File: src/rtl/mem_access_ctrl.sv
// Memory-stage access controller: turns latched EX/MEM memory ops into a held
// dcache request, stalls the pipeline until dhit, captures load data and halts.
//
//   state   | meaning
//   --------+--------------------------------------------------
//   IDLE    | latched instruction not yet serviced
//   WAIT    | request issued, waiting for dhit
//   DONE    | latched instruction's access complete, no re-issue
module mem_access_ctrl #(
  parameter int WORD_W = 32,
  parameter int CNT_W  = 32
) (
  input  logic              CLK,
  input  logic              nRST,
  input  logic              dmemREN_dl,
  input  logic              dmemWEN_dl,
  input  logic [WORD_W-1:0] porto_l,
  input  logic [WORD_W-1:0] portb_dl,
  input  logic              halt_dl,
  input  logic              advance,
  input  logic              dhit,
  input  logic [WORD_W-1:0] dmemload,
  output logic              dmemREN,
  output logic              dmemWEN,
  output logic [WORD_W-1:0] dmemaddr,
  output logic [WORD_W-1:0] dmemstore,
  output logic              mem_stall,
  output logic [WORD_W-1:0] dmemload_l,
  output logic              halt,
  output logic [CNT_W-1:0]  stall_cycles
);

  typedef enum logic [1:0] {
    IDLE = 2'd0,
    WAIT = 2'd1,
    DONE = 2'd2
  } state_t;

  state_t state, next_state;
  logic   issue_ok;
  logic   req;

  // A completed access must not re-issue while the latch is held for other reasons.
  assign issue_ok  = (state != DONE) & ~halt;
  assign dmemWEN   = dmemWEN_dl & issue_ok;
  assign dmemREN   = dmemREN_dl & ~dmemWEN_dl & issue_ok;
  assign req       = dmemREN | dmemWEN;
  assign mem_stall = req & ~dhit;
  assign dmemaddr  = {porto_l[WORD_W-1:2], 2'b00};
  assign dmemstore = portb_dl;

  always_ff @(posedge CLK or negedge nRST) begin
    if (!nRST) begin
      state <= IDLE;
    end else begin
      state <= next_state;
    end
  end

  always_comb begin
    next_state = state;
    if (advance) begin
      next_state = IDLE;
    end else begin
      case (state)
        IDLE: begin
          if (req && dhit) begin
            next_state = DONE;
          end else if (req) begin
            next_state = WAIT;
          end else begin
            next_state = IDLE;
          end
        end
        WAIT: begin
          if (req && dhit) begin
            next_state = DONE;
          end else begin
            next_state = WAIT;
          end
        end
        DONE:    next_state = DONE;
        default: next_state = IDLE;
      endcase
    end
  end

  always_ff @(posedge CLK or negedge nRST) begin
    if (!nRST) begin
      dmemload_l <= '0;
    end else if (dmemREN && dhit) begin
      dmemload_l <= dmemload;
    end
  end

  always_ff @(posedge CLK or negedge nRST) begin
    if (!nRST) begin
      halt <= 1'b0;
    end else if (halt_dl && !mem_stall) begin
      halt <= 1'b1;
    end
  end

  always_ff @(posedge CLK or negedge nRST) begin
    if (!nRST) begin
      stall_cycles <= '0;
    end else if (mem_stall && (stall_cycles != {CNT_W{1'b1}})) begin
      stall_cycles <= stall_cycles + 1'b1;
    end
  end

endmodule

File: config.mk
export PLATFORM = sky130hd
export DESIGN_NAME = mem_access_ctrl
export DESIGN_NICKNAME = d
export VERILOG_FILES = /design/src/rtl/mem_access_ctrl.sv
export SDC_FILE = /design/constraint.sdc
export NUM_CORES = 1
export LEC_CHECK = 0
export CAP_MARGIN = 25
export CELL_PAD_IN_SITES_DETAIL_PLACEMENT = 1
export CELL_PAD_IN_SITES_GLOBAL_PLACEMENT = 1
export CORE_MARGIN = 1
export CORE_UTILIZATION = 41
export CTS_CLUSTER_DIAMETER = 120
export DETAILED_ROUTE_END_ITERATION = 10
export DONT_BUFFER_PORTS = 1
export PLACE_DENSITY_LB_ADDON = 0.1
export SKIP_LAST_GASP = 1
export SLEW_MARGIN = 20
export SYNTH_ARGS = -nofsm -noshare
export SYNTH_HDL_FRONTEND = slang
export SYNTH_SLANG_ARGS = --single-unit
File: constraint.sdc
create_clock -name CLK -period 1.9 [get_ports CLK]
set_input_delay 0.19 -clock CLK [delete_from_list [all_inputs] [get_ports CLK]]
set_output_delay 0.19 -clock CLK [all_outputs]
set_load 0.03 [all_outputs]
==> flow_summary.ini <==
[worst_setup_path]
critPathArrivalTime_ns = 2.10
start_kind = register
endpoint_kind = register
crit_start = state[1]
crit_required_ns = 2.13
worstReg2RegStart = state[1]
critical_path.max_fanout = 6
crit_type = reg2reg

[grt]
grt_max_degree = 68
global_route.peak_usage_layer = met2
grt_pass1_vias = 2516
use_met3_pct = 7.93
met2_usage_pct = 32.7
grt_util_met1_pct = 22.6
gr-total-overflow = 0
grt_pass1_wl_um = 13100
grt.total_usage_pct = 19.7
antenna_found_initial = 0

[power_and_ir_drop]
ir_drop_mv = 0.304
switching_power_uw = 841
p_leak_uw = 0.00189
totalPowerFinal_uw = 3040
p_int_uw = 2200
combPwrFrac_pct = 7.3
p_seq_share_pct = 54.3
clockPowerShare_pct = 38.5
switching_share_pct = 27.6
powerDensity_nw_per_um2 = 732

[sta]
timing.fmax_mhz = 533
grt_setup_unrepaired = yes
slew_violations = 0
hold_viol_final = 0
setup_viol = 0
min_period_over_period_pct = 98.8
period_minus_slack_ns = 1.88
finClkSkew_ns = 0.00974
setup_tns_ns = 0
whs_ns = 0.134

[clocking]
cts_buffer_depth = 2
cts.sinks = 67
root_buffer = clkbuf_8
clk_latency_ns = 0.35
clk_pin_slew_ns = 0.08
numCtsBuffers = 9
cts_tree = yes
htreeDepth = 3

[placement]
placedCellCount = 388
gp_congestion = 0.726
port_buffers = 0
dp_hpwl_um = 5440

[yosys]
syn-cell-area_um2 = 3490
synth.area.top_cells = dfrtp_1 48%, buf_4 14%, mux2_1 11%
ys_async_sr_fraction_pct = 100
avgSynthCellArea_um2 = 11.5
yosys_warnings = 0
synth-seq-cells = 67
synth_top_cell_by_area = dfrtp_1
ys_seq_area_share_pct = 48.0
ys_dominant_reg_cell = dfrtp_1
synthCells = 303
yosysUniqueCellTypes = 40
yosysTopAreaCellShare_pct = 48.0
yosys-top-cells-count = 67 x buf_4, 67 x dfrtp_1, 34 x mux2_1
synth-edff-count = 0

[detailed_routing]
drt-vias-per-instance = 5.23
drtIter0Drc = 65
vias = 2323
wl_per_cell_um = 19.5
final_antenna_net_count = 0
remaining_drc_errors = 0
drt-pass1-iter-count = 4
wl_um = 8670

[die]
die_x_um = 94.3
start_util_pct = 42.5
design.core.area_um2 = 8220
rows = 33
die_h_um = 94.3
boundaryPins = 235
dieArea_um2 = 8880

[layout]
final_layout_size_suffix_gt1_share_pct = 28.0
area_growth_pct = 19.1
fin_util_pct = 50.6
fillCellCount = 846
seq_area_um2 = 1680
multiInputGateArea_um2 = 1320
final_nets = 438
final_cells = 444
antenna_cells = 0

[outcome]
status = finished clean

[hold_path]
hold_class = in2reg
min-delay-start = dhit

[job]
maxCapViolations = 0
## flip-flops by register name, indices dropped and copies added (netlist names)
name	count
stall_cycles	32
dmemload_l	32
halt	1
state	2
## logic make-up (layout without fill, tap and decap cells)
kind of cell,after synthesis,in the layout,share of synthesized area [%]
simple gates,88,88,15.3
buf+inv,74,109,15.5
flops,67,67,48.0
mux,34,34,11.0
xor+xnor,28,28,7.03
compound gates,10,10,2.73
fa+ha+maj,1,1,0.358
other cells,1,2,0.107
## layer usage
layer,up-vias,wire (µm)
li1,1046,-
met1,1157,3440
met2,101,4310
met3,19,800
met4,0,124
met5,-,0
## worst max-delay path, cell delays in order (launching register included)
cell,delay (ns)
dfrtp_1,0.39
nor2b_4,0.13
or4_4,0.53
a2111oi_4,0.23
buf_4,0.20
nand4b_1,0.12
xnor2_1,0.15
## area by class of cell
type | count | area share, %
clock buffers | 9 | 2.98
well taps | 105 | 3.16
repair buffers | 90 | 19.6
multi-input cells | 163 | 31.8
clock inverters | 7 | 1.66
flip-flops and latches | 67 | 40.5
inverters | 3 | 0.301
## final timing paths
kind                                         end  cells after the start  slack [ns]
worst max register to register  stall_cycles[23]                      6        0.02
worst max-delay path            stall_cycles[23]                      6        0.02
min in group asynchronous         dmemload_l[16]                      2        0.40
worst min register to register              halt                      1        0.50
worst min-delay path                    state[1]                      3        0.13
max in group asynchronous        stall_cycles[6]                      2        1.20
## timing repair
| action | CTS | global route |
|---|---|---|
| hold endpoints to repair | 102 | 0 |
| setup endpoints to repair | 1 | 47 |
| pin swaps | 0 | 6 |
| resized for setup | 0 | 7 |
| cloned | 0 | 1 |
| buffers inserted | 0 | 3 |
| hold buffers | 36 | 0 |
## power groups by stage
stage          combinational [µW]  clock [µW]  sequential, µW
2_1_floorplan                 303           0            1690
3_5_place_dp                  123           0            1670
6_report                      221        1170            1650
5_1_grt                       242        1270            1660
3_3_place_gp                  117           0            1670
4_1_cts                       218        1200            1650
## placed cells by master, fill, tap and decap left out, drive strengths merged, types with 4 or more instances in the layout
cell type    count
dfrtp           67
nand4           13
and3             4
nand2           15
nand3           19
nor2            10
mux2            34
xnor2           21
clkinv           5
dlygate4sd3     35
clkbuf          10
buf             54
nor3             8
xor2             7
## through the flow
step	setup WS [ns]	cell area, µm²
floorplan	-0.0501	3540
global placement	0.0264	3510
detailed placement	0.0129	3510
CTS	-0.00299	4080
global route	-0.0719	4160
finish	0.0227	4160
Note: power is estimated with default switching activity, not from simulation.
